File: src/rtl/spi_slave_engine_if.sv
// ---------------------------------------------------------------------------
// spi_slave_engine_if
//   Host-side handshake bundle for spi_slave_engine.
//   tx_data/tx_load/tx_ready : one-deep TX holding buffer write port
//   rx_data/rx_valid/rx_ack  : received character, completion pulse, consumer ack
//   Modport slave  : seen by the engine.
//   Modport master : seen by the host logic driving the engine.
// ---------------------------------------------------------------------------
interface spi_slave_engine_if #(
    parameter int CHAR_LEN = 8
) ();
    logic [CHAR_LEN-1:0] tx_data;
    logic                tx_load;
    logic                tx_ready;
    logic [CHAR_LEN-1:0] rx_data;
    logic                rx_valid;
    logic                rx_ack;

    modport slave (
        input  tx_data,
        input  tx_load,
        input  rx_ack,
        output tx_ready,
        output rx_data,
        output rx_valid
    );

    modport master (
        output tx_data,
        output tx_load,
        output rx_ack,
        input  tx_ready,
        input  rx_data,
        input  rx_valid
    );
endinterface

File: src/rtl/spi_slave_engine.sv
// ---------------------------------------------------------------------------
// spi_slave_engine
//   SPI target-side shift engine running entirely in the wb_clk domain.
//   SCLK, SS_n and MOSI are oversampled through SYNC_STAGES flops plus one
//   delay flop for edge detection. All four CPOL/CPHA modes are supported,
//   back-to-back characters while SS_n stays low, and a one-deep TX holding
//   buffer.
//
// Ports
//   wb_clk, wb_reset   : clock, synchronous active-high reset
//   sclk_i, ss_n_i,
//   mosi_i             : asynchronous SPI pins from the master
//   miso_o, miso_oe    : serial data out and its output enable
//   cpol, cpha,
//   lsb_first          : mode, latched at frame start
//   busy               : frame active
//   overrun            : only with SPI_SLAVE_OVERRUN_EN defined; sticky flag
//                        set when a character completes before rx_ack
//   host               : spi_slave_engine_if.slave (tx/rx handshake)
//
// Optional feature macro: SPI_SLAVE_OVERRUN_EN
// ---------------------------------------------------------------------------
module spi_slave_engine #(
    parameter int CHAR_LEN    = 8,
    parameter int SYNC_STAGES = 2
) (
    input  logic wb_clk,
    input  logic wb_reset,
    input  logic sclk_i,
    input  logic ss_n_i,
    input  logic mosi_i,
    output logic miso_o,
    output logic miso_oe,
    input  logic cpol,
    input  logic cpha,
    input  logic lsb_first,
    output logic busy,
`ifdef SPI_SLAVE_OVERRUN_EN
    output logic overrun,
`endif
    spi_slave_engine_if.slave host
);

    localparam int CW = (CHAR_LEN > 2) ? $clog2(CHAR_LEN) : 1;
    localparam logic [CW-1:0] LAST_BIT = CW'(CHAR_LEN - 1);
    // Pin vector order {mosi, ss_n, sclk}; ss_n idles high after reset so
    // no false frame start is seen when reset releases.
    localparam logic [2:0] PIN_RST = 3'b010;

    typedef enum logic {IDLE, ACTIVE} state_t;

    // ---------------- input synchronisers ----------------
    logic [2:0] pin_vec;
    logic [2:0] sync_reg [SYNC_STAGES];
    logic [2:0] dly_reg;

    assign pin_vec = {mosi_i, ss_n_i, sclk_i};

    generate
        for (genvar gi = 0; gi < SYNC_STAGES; gi++) begin : g_sync
            if (gi == 0) begin : g_first
                always_ff @(posedge wb_clk) begin
                    if (wb_reset) sync_reg[gi] <= PIN_RST;
                    else          sync_reg[gi] <= pin_vec;
                end
            end else begin : g_rest
                always_ff @(posedge wb_clk) begin
                    if (wb_reset) sync_reg[gi] <= PIN_RST;
                    else          sync_reg[gi] <= sync_reg[gi-1];
                end
            end
        end
    endgenerate

    always_ff @(posedge wb_clk) begin
        if (wb_reset) dly_reg <= PIN_RST;
        else          dly_reg <= sync_reg[SYNC_STAGES-1];
    end

    logic sclk_s, ss_s, mosi_s, sclk_d, ss_d;
    assign sclk_s = sync_reg[SYNC_STAGES-1][0];
    assign ss_s   = sync_reg[SYNC_STAGES-1][1];
    assign mosi_s = sync_reg[SYNC_STAGES-1][2];
    assign sclk_d = dly_reg[0];
    assign ss_d   = dly_reg[1];

    // ---------------- state ----------------
    state_t              state_reg;
    logic [CW-1:0]       bit_cnt_reg;
    logic                load_pending_reg;
    logic                rx_pending_reg;
    logic                cpol_reg, cpha_reg, lsb_reg;
    logic [CHAR_LEN-1:0] tx_shreg_reg;
    logic [CHAR_LEN-1:0] rx_shreg_reg;
    logic [CHAR_LEN-1:0] rx_data_reg;
    logic                rx_valid_reg;
    logic                miso_reg, miso_oe_reg, busy_reg;
    logic [CHAR_LEN-1:0] hold_reg;
    logic                hold_full_reg;

    // ---------------- event decode ----------------
    logic                sclk_rise, sclk_fall, lead_edge, trail_edge;
    logic                frame_start, frame_end, shift_ev, sample_ev;
    logic                char_done, tx_take;
    logic [CHAR_LEN-1:0] load_word, rx_next;

    always_comb begin
        sclk_rise   = sclk_s & ~sclk_d;
        sclk_fall   = ~sclk_s & sclk_d;
        lead_edge   = cpol_reg ? sclk_fall : sclk_rise;
        trail_edge  = cpol_reg ? sclk_rise : sclk_fall;
        frame_start = (state_reg == IDLE) && !ss_s && ss_d;
        frame_end   = (state_reg == ACTIVE) && ss_s;
        // SS_n high wins over any SCLK edge detected in the same cycle.
        shift_ev    = (state_reg == ACTIVE) && !ss_s && (cpha_reg ? lead_edge : trail_edge);
        sample_ev   = (state_reg == ACTIVE) && !ss_s && (cpha_reg ? trail_edge : lead_edge);
        char_done   = sample_ev && (bit_cnt_reg == LAST_BIT);
        tx_take     = (frame_start && !cpha) || (shift_ev && load_pending_reg);
        load_word   = hold_full_reg ? hold_reg : '0;
        rx_next     = lsb_reg ? {mosi_s, rx_shreg_reg[CHAR_LEN-1:1]}
                              : {rx_shreg_reg[CHAR_LEN-2:0], mosi_s};
    end

    // ---------------- TX holding buffer ----------------
    // A take in the same cycle as an accepted write sees the old (empty)
    // contents; the write lands afterwards and leaves the buffer full.
    always_ff @(posedge wb_clk) begin
        if (wb_reset) begin
            hold_reg      <= '0;
            hold_full_reg <= 1'b0;
        end else begin
            if (tx_take) hold_full_reg <= 1'b0;
            if (host.tx_load && !hold_full_reg) begin
                hold_reg      <= host.tx_data;
                hold_full_reg <= 1'b1;
            end
        end
    end

    // ---------------- frame FSM ----------------
    always_ff @(posedge wb_clk) begin
        if (wb_reset) begin
            state_reg        <= IDLE;
            bit_cnt_reg      <= '0;
            load_pending_reg <= 1'b0;
            cpol_reg         <= 1'b0;
            cpha_reg         <= 1'b0;
            lsb_reg          <= 1'b0;
            tx_shreg_reg     <= '0;
            rx_shreg_reg     <= '0;
            rx_data_reg      <= '0;
            rx_valid_reg     <= 1'b0;
            miso_reg         <= 1'b0;
            miso_oe_reg      <= 1'b0;
            busy_reg         <= 1'b0;
        end else begin
            rx_valid_reg <= 1'b0;
            case (state_reg)
                IDLE: begin
                    if (frame_start) begin
                        state_reg    <= ACTIVE;
                        bit_cnt_reg  <= '0;
                        miso_oe_reg  <= 1'b1;
                        busy_reg     <= 1'b1;
                        cpol_reg     <= cpol;
                        cpha_reg     <= cpha;
                        lsb_reg      <= lsb_first;
                        rx_shreg_reg <= '0;
                        if (!cpha) begin
                            // Bit 0 must be on MISO before the first leading edge.
                            tx_shreg_reg     <= load_word;
                            miso_reg         <= lsb_first ? load_word[0] : load_word[CHAR_LEN-1];
                            load_pending_reg <= 1'b0;
                        end else begin
                            load_pending_reg <= 1'b1;
                        end
                    end
                end
                ACTIVE: begin
                    if (frame_end) begin
                        state_reg        <= IDLE;
                        bit_cnt_reg      <= '0;
                        load_pending_reg <= 1'b0;
                        tx_shreg_reg     <= '0;
                        miso_reg         <= 1'b0;
                        miso_oe_reg      <= 1'b0;
                        busy_reg         <= 1'b0;
                    end else begin
                        if (shift_ev) begin
                            if (load_pending_reg) begin
                                tx_shreg_reg     <= load_word;
                                miso_reg         <= lsb_reg ? load_word[0] : load_word[CHAR_LEN-1];
                                load_pending_reg <= 1'b0;
                            end else if (lsb_reg) begin
                                tx_shreg_reg <= {1'b0, tx_shreg_reg[CHAR_LEN-1:1]};
                                miso_reg     <= tx_shreg_reg[1];
                            end else begin
                                tx_shreg_reg <= {tx_shreg_reg[CHAR_LEN-2:0], 1'b0};
                                miso_reg     <= tx_shreg_reg[CHAR_LEN-2];
                            end
                        end
                        if (sample_ev) begin
                            rx_shreg_reg <= rx_next;
                            if (char_done) begin
                                rx_data_reg      <= rx_next;
                                rx_valid_reg     <= 1'b1;
                                bit_cnt_reg      <= '0;
                                // Next character's bit 0 goes out on the next shift edge.
                                load_pending_reg <= 1'b1;
                            end else begin
                                bit_cnt_reg <= bit_cnt_reg + 1'b1;
                            end
                        end
                    end
                end
                default: state_reg <= IDLE;
            endcase
        end
    end

    // ---------------- RX bookkeeping ----------------
    always_ff @(posedge wb_clk) begin
        if (wb_reset) begin
            rx_pending_reg <= 1'b0;
        end else if (char_done) begin
            rx_pending_reg <= 1'b1;
        end else if (host.rx_ack && rx_pending_reg) begin
            rx_pending_reg <= 1'b0;
        end
    end

`ifdef SPI_SLAVE_OVERRUN_EN
    logic overrun_reg;

    always_ff @(posedge wb_clk) begin
        if (wb_reset) begin
            overrun_reg <= 1'b0;
        end else if (char_done && rx_pending_reg) begin
            overrun_reg <= 1'b1;
        end else if (host.rx_ack) begin
            overrun_reg <= 1'b0;
        end
    end

    assign overrun = overrun_reg;
`endif

    assign miso_o        = miso_reg;
    assign miso_oe       = miso_oe_reg;
    assign busy          = busy_reg;
    assign host.tx_ready = ~hold_full_reg;
    assign host.rx_data  = rx_data_reg;
    assign host.rx_valid = rx_valid_reg;

endmodule

File: src/flat_wrapper.sv
// flat-port wrapper written by rule: the top's interface ports become plain ports
module spi_slave_engine_flat 
#(
    parameter int CHAR_LEN    = 8,
    parameter int SYNC_STAGES = 2
)
  (wb_clk, wb_reset, sclk_i, ss_n_i, mosi_i, miso_o, miso_oe, cpol, cpha, lsb_first, busy, host_tx_data, host_tx_load, host_rx_ack, host_tx_ready, host_rx_data, host_rx_valid);
  spi_slave_engine_if #(.CHAR_LEN(CHAR_LEN)) host_i ();
  input  logic wb_clk;
  input  logic wb_reset;
  input  logic sclk_i;
  input  logic ss_n_i;
  input  logic mosi_i;
  output logic miso_o;
  output logic miso_oe;
  input  logic cpol;
  input  logic cpha;
  input  logic lsb_first;
  output logic busy;
  input wire logic [$bits(host_i.tx_data)-1:0] host_tx_data;
  input wire logic [$bits(host_i.tx_load)-1:0] host_tx_load;
  input wire logic [$bits(host_i.rx_ack)-1:0] host_rx_ack;
  output wire logic [$bits(host_i.tx_ready)-1:0] host_tx_ready;
  output wire logic [$bits(host_i.rx_data)-1:0] host_rx_data;
  output wire logic [$bits(host_i.rx_valid)-1:0] host_rx_valid;
  assign host_i.tx_data = host_tx_data;
  assign host_i.tx_load = host_tx_load;
  assign host_i.rx_ack = host_rx_ack;
  assign host_tx_ready = host_i.tx_ready;
  assign host_rx_data = host_i.rx_data;
  assign host_rx_valid = host_i.rx_valid;
  spi_slave_engine #(.CHAR_LEN(CHAR_LEN), .SYNC_STAGES(SYNC_STAGES)) u_core (.wb_clk(wb_clk), .wb_reset(wb_reset), .sclk_i(sclk_i), .ss_n_i(ss_n_i), .mosi_i(mosi_i), .miso_o(miso_o), .miso_oe(miso_oe), .cpol(cpol), .cpha(cpha), .lsb_first(lsb_first), .busy(busy), .host(host_i));
endmodule
File: config.mk
export PLATFORM = sky130hd
export DESIGN_NAME = spi_slave_engine_flat
export DESIGN_NICKNAME = d
export VERILOG_FILES = /design/src/rtl/spi_slave_engine_if.sv /design/src/rtl/spi_slave_engine.sv /design/src/flat_wrapper.sv
export SDC_FILE = /design/constraint.sdc
export NUM_CORES = 1
export LEC_CHECK = 0
export BUFFER_PORTS_ARGS = -buffer_cell sky130_fd_sc_hd__buf_2
export CORE_ASPECT_RATIO = 0.75
export CORE_MARGIN = 2
export CORE_UTILIZATION = 40
export CTS_CLUSTER_SIZE = 30
export DETAILED_ROUTE_END_ITERATION = 6
export PLACE_DENSITY = 0.57
export SYNTH_ARGS = -nofsm -noshare
export SYNTH_HDL_FRONTEND = slang
export SYNTH_SLANG_ARGS = --single-unit
File: constraint.sdc
create_clock -name wb_clk -period 1.9 [get_ports wb_clk]
set_clock_uncertainty 0.05 [all_clocks]
set_input_delay 0.095 -clock wb_clk [delete_from_list [all_inputs] [get_ports wb_clk]]
set_output_delay 0.095 -clock wb_clk [all_outputs]
set_load 0.05 [all_outputs]
---- Word-level counts from Yosys, hierarchy flattened ----
Memories as Yosys holds them, arrays and structs flattened.
Index checks and enable logic that the tools add are counted.
Widths: inputs -> output; s select.
storage, ports and cells
  flip-flop bits (word level) ............. 46
  memory bits (writable) .................. 6
  input bits .............................. 18
  output and inout bits ................... 13
  logic and storage cells ................. 109
  memories kept ........................... 1
memory list
  memory           depth  width  rd ports  clocked after memory_dff  write ports  line                    source
  u_core.sync_reg  2      3      2         0                         2            spi_slave_engine.sv:54  logic [2:0] sync_reg [SYNC_STAGES];
operators by class
  add/subtract/negate cells ............... 1
  equal/unequal tests ..................... 8
  multiplexer cells ....................... 52
  bitwise logic cells ..................... 10
  reduce and logical (&&, ||, !) cells .... 22
operator list
  kind                 count
  $mux 8               11
  $pmux 8 s2           2
  $mux 1               28
  $mux 3               6
  $logic_and 1x1->1    10
  $ne 2x2->1 const B   4
  $pmux 1 s2           4
  $ne 3x3->1 const B   2
  $not 1->1            6
  $pmux 3 s2           1
  $reduce_and 2->1     3
  $reduce_and 3->1     2
  $reduce_and 4->1     1
  $reduce_or 4->1      1
  $add 3x1->3 const B  1
  $eq 3x3->1 const B   1
  $logic_not 1->1      3
  $and 1x1->1          2
  $ne 2x1->1 const B   1
  $or 1x1->1           2
  $reduce_bool 2->1    1
  $logic_or 1x1->1     1

---- Depth between registers and ports, before layout ----
  word-level depth ........................ 10
  mapped depth ............................ 6
  depth with buffers taken out ............ 5

---- Worst setup path after synthesis ----
OpenSTA, ideal clock, no wires.
  path kind ............................... reg2reg
  from .................................... mem u_core.sync_reg[1][1]
  to ...................................... reg u_core.miso_reg (netlist: u_core.miso_o)
  setup time .............................. 0.140 ns
  arrival time ............................ 1.422 ns
  required time ........................... 1.710 ns
  path slack .............................. 0.288 ns
  stages on the path, launching flop included .. 7
  period minus slack after synthesis ...... 1.612 ns
  cell sequence ........................... dfxtp_1 nor4b_1 a41o_1 buf_6 or2_1 buf_6 a211oi_2
RTL lines
  what                    line                     source
  start: declaration      spi_slave_engine.sv:54
  end signal: assignment  spi_slave_engine.sv:172  miso_reg <= lsb_first ? load_word[0] : load_word[CHAR_LEN-1];
  end signal: assignment  spi_slave_engine.sv:192  miso_reg <= lsb_reg ? load_word[0] : load_word[CHAR_LEN-1];
  end signal: assignment  spi_slave_engine.sv:196  miso_reg <= tx_shreg_reg[1];
  end: declaration        spi_slave_engine.sv:97   logic miso_reg, miso_oe_reg, busy_reg;

==> impl_metrics.py <==
metrics = {
    "finish": {
        "stdcell_count": 394,
        "drive_gt1_share_pct": 23.4,
        "n_fill_cell": 565,
        "final_core_util_pct": 50.4,
        "register_area_um2": 1040,
        "layout_commonest_cell": "dfxtp_1",
        "area_growth_pct": 19.4,
        "final_cell_mix": "52 x dfxtp_1, 35 x nand2_1, 29 x buf_2, 22 x a21oi_1",
        "n_antenna_cell": 0,
        "finalNetCount": 336,
        "multi_input_area_um2": 1320,
    },
    "setup_path": {
        "cp_max_fo": 9,
        "critPathKind": "register to register",
        "end_kind": "register",
        "cp-start-kind": "register",
        "worstPathArrival_ns": 1.93,
        "crit_required_ns": 2.07,
    },
    "timing": {
        "slew_violations": 0,
        "tns_ns": 0,
        "final-hold-violation-count": 0,
        "worst_slack_ns": 0.143,
        "tightest_slew_ns": 0.722,
        "timing.final.crit_period_ns": 1.76,
        "fin_crit_sh_pct": 92.5,
        "fmax_mhz": 569,
        "rsz0062_at_grt": "false",
        "setup_viol": 0,
        "worst_slew_margin_rel_pct": 51.9,
    },
    "clock_network": {
        "clk_latency_ns": 0.31,
        "clk_pin_slew_ns": 0.09,
        "cts_tree": "built",
        "cts-root-buf": "clkbuf_8",
        "cts_max_level": 2,
        "cts.sinks": 52,
        "cts_buffer_depth": 2,
        "cts_setup_buffers": 0,
        "cts_buffers": 5,
    },
    "logic_synthesis": {
        "synth.cell_area_um2": 2500,
        "synth.distinct_cells": 43,
        "synth-seq-cells": 52,
        "syn-num-nets": 293,
        "synth-seq-area-share_pct": 41.7,
        "async_flop_share_pct": 0,
        "synth_edf_count": 0,
        "synthCells": 273,
        "yosysWarningCount": 0,
        "synth_top_flop_cell": "dfxtp_1",
        "syn_avg_cell_area_um2": 9.14,
    },
    "floorplanning": {
        "dieWidth_um": 95.2,
        "coreArea_um2": 5920,
        "start_util_pct": 42.2,
        "ios": 31,
        "die_h_um": 72.4,
        "dieArea_um2": 6890,
        "num_rows": 24,
    },
    "pwr": {
        "p_leak_nw": 1.12,
        "peakVddDrop_uv": 359,
        "powerDensity_nw_per_um2": 676,
        "total_power_mw": 2.02,
    },
    "flow_run": {
        "drv_cap": 0,
    },
    "min_path": {
        "hold_path.class": "input pin to register",
    },
    "drt": {
        "drcViolationCount": 0,
        "drt-vias-per-instance": 5.27,
        "first_pass_iters": 4,
        "wl_um": 5820,
        "vias": 2075,
        "drtAntennaViolNets": 0,
        "drt_iter0_drc": 151,
        "wl_per_cell_um": 14.8,
    },
    "outcome": {
        "status": "finished, final reports clean",
    },
    "placement": {
        "dp_slack_ns": 0.149,
        "dpl.hpwl_um": 3950,
        "placed_cells": 373,
        "numPortBuffers": 29,
        "routabilityCongestion": 0.837,
    },
    "global_routing": {
        "first_global_vias": 1947,
        "grt_pass1_wl_um": 9710,
        "grt_util_all_layers_pct": 18.0,
        "grt_overflow": 0,
        "grt_antenna_before_repair": 0,
        "grt_max_degree": 39,
    },
}
[area by class of cell]
cell class / instances / share of cell area (%)
Timing Repair Buffer: 59 / 14.4
Clock buffer: 6 / 2.43
Clock inverter: 1 / 0.168
Inverter: 5 / 0.629
Sequential cell: 52 / 34.9
Tap cell: 78 / 3.27
Multi-Input combinational cell: 193 / 44.1
[power breakdown]
group | switching, mW | internal, mW | total, mW | leakage [nW]
Combinational | 0.136 | 0.111 | 0.247 | 0.660
Sequential | 0.0378 | 1.13 | 1.16 | 0.423
Clock | 0.354 | 0.252 | 0.606 | 0.0410
[what timing repair did]
item	4_1_cts	5_1_grt
hold buffers	14	0
hold endpoints to repair	14	0
gates resized for setup	0	1
endpoints found under the setup margin	0	1
[worst paths after layout]
| kind | from | to | slack [ns] | cells past startpoint |
|---|---|---|---|---|
| setup reg to reg | u_core.sync_reg[1][1] | u_core.tx_shreg_reg[0] | 0.14 | 6 |
| hold reg to reg | u_core.sync_reg[0][1] | u_core.sync_reg[1][1] | 0.37 | 1 |
| setup / recovery | u_core.sync_reg[1][1] | u_core.tx_shreg_reg[0] | 0.14 | 6 |
| hold / removal | host_tx_load | u_core.hold_full_reg | 0.23 | 3 |
[cells by family after synthesis]
group / after synthesis / share of synthesized area, %
muxes: 22 / 9.17
AOI/OAI and AO/OA: 70 / 21.9
adders and majority gates: 2 / 1.00
xor gates and xnor gates: 1 / 0.652
buffers and inverters: 28 / 6.01
and+or+nand+nor: 98 / 19.6
DFF: 52 / 41.7
[worst max-delay path, stage by stage (launching register included)]
cell      delay [ns]
dfxtp_1         0.54
nor4b_1         0.11
buf_4           0.16
a41o_1          0.21
or2_1           0.22
buf_4           0.19
a211oi_2        0.20
[layer usage]
layer  GRT usage (%)  part of all wire, %  up-vias  wire length [µm]
li1                -                    -     1069                 -
met1            28.8                   57      961              3330
met2            23.5                   38       40              2190
met3            3.84                  4.3        5               248
met4            5.80                 0.82        0                48
met5               0                    0        -                 0
[per-stage QoR]
step	instance area [µm²]	hold slack (ns)
floorplan	2500	0.149
global placement	2750	0.230
detailed placement	2750	0.234
CTS	2970	0.226
global route	2980	0.252
finish	2980	0.232
[Yosys cell counts, drive strengths merged (3+ instances only)]
library cell | instances | area share (%)
nor3b | 3 | 0.90
nor2 | 19 | 3.0
inv | 5 | 0.75
dfxtp | 52 | 42
clkbuf | 12 | 1.9
a31oi | 16 | 4.0
or2 | 3 | 0.75
nor2b | 8 | 2.0
buf | 11 | 3.4
nand2 | 35 | 5.3
a211oi | 10 | 5.0
o21ba | 6 | 2.4
a21oi | 22 | 4.4
nand2b | 3 | 0.75
nor4 | 8 | 2.3
a311oi | 6 | 2.1
mux2i | 18 | 7.2
nor3 | 12 | 2.4
mux2 | 4 | 2.0
Note: power is estimated with default switching activity, not from simulation.
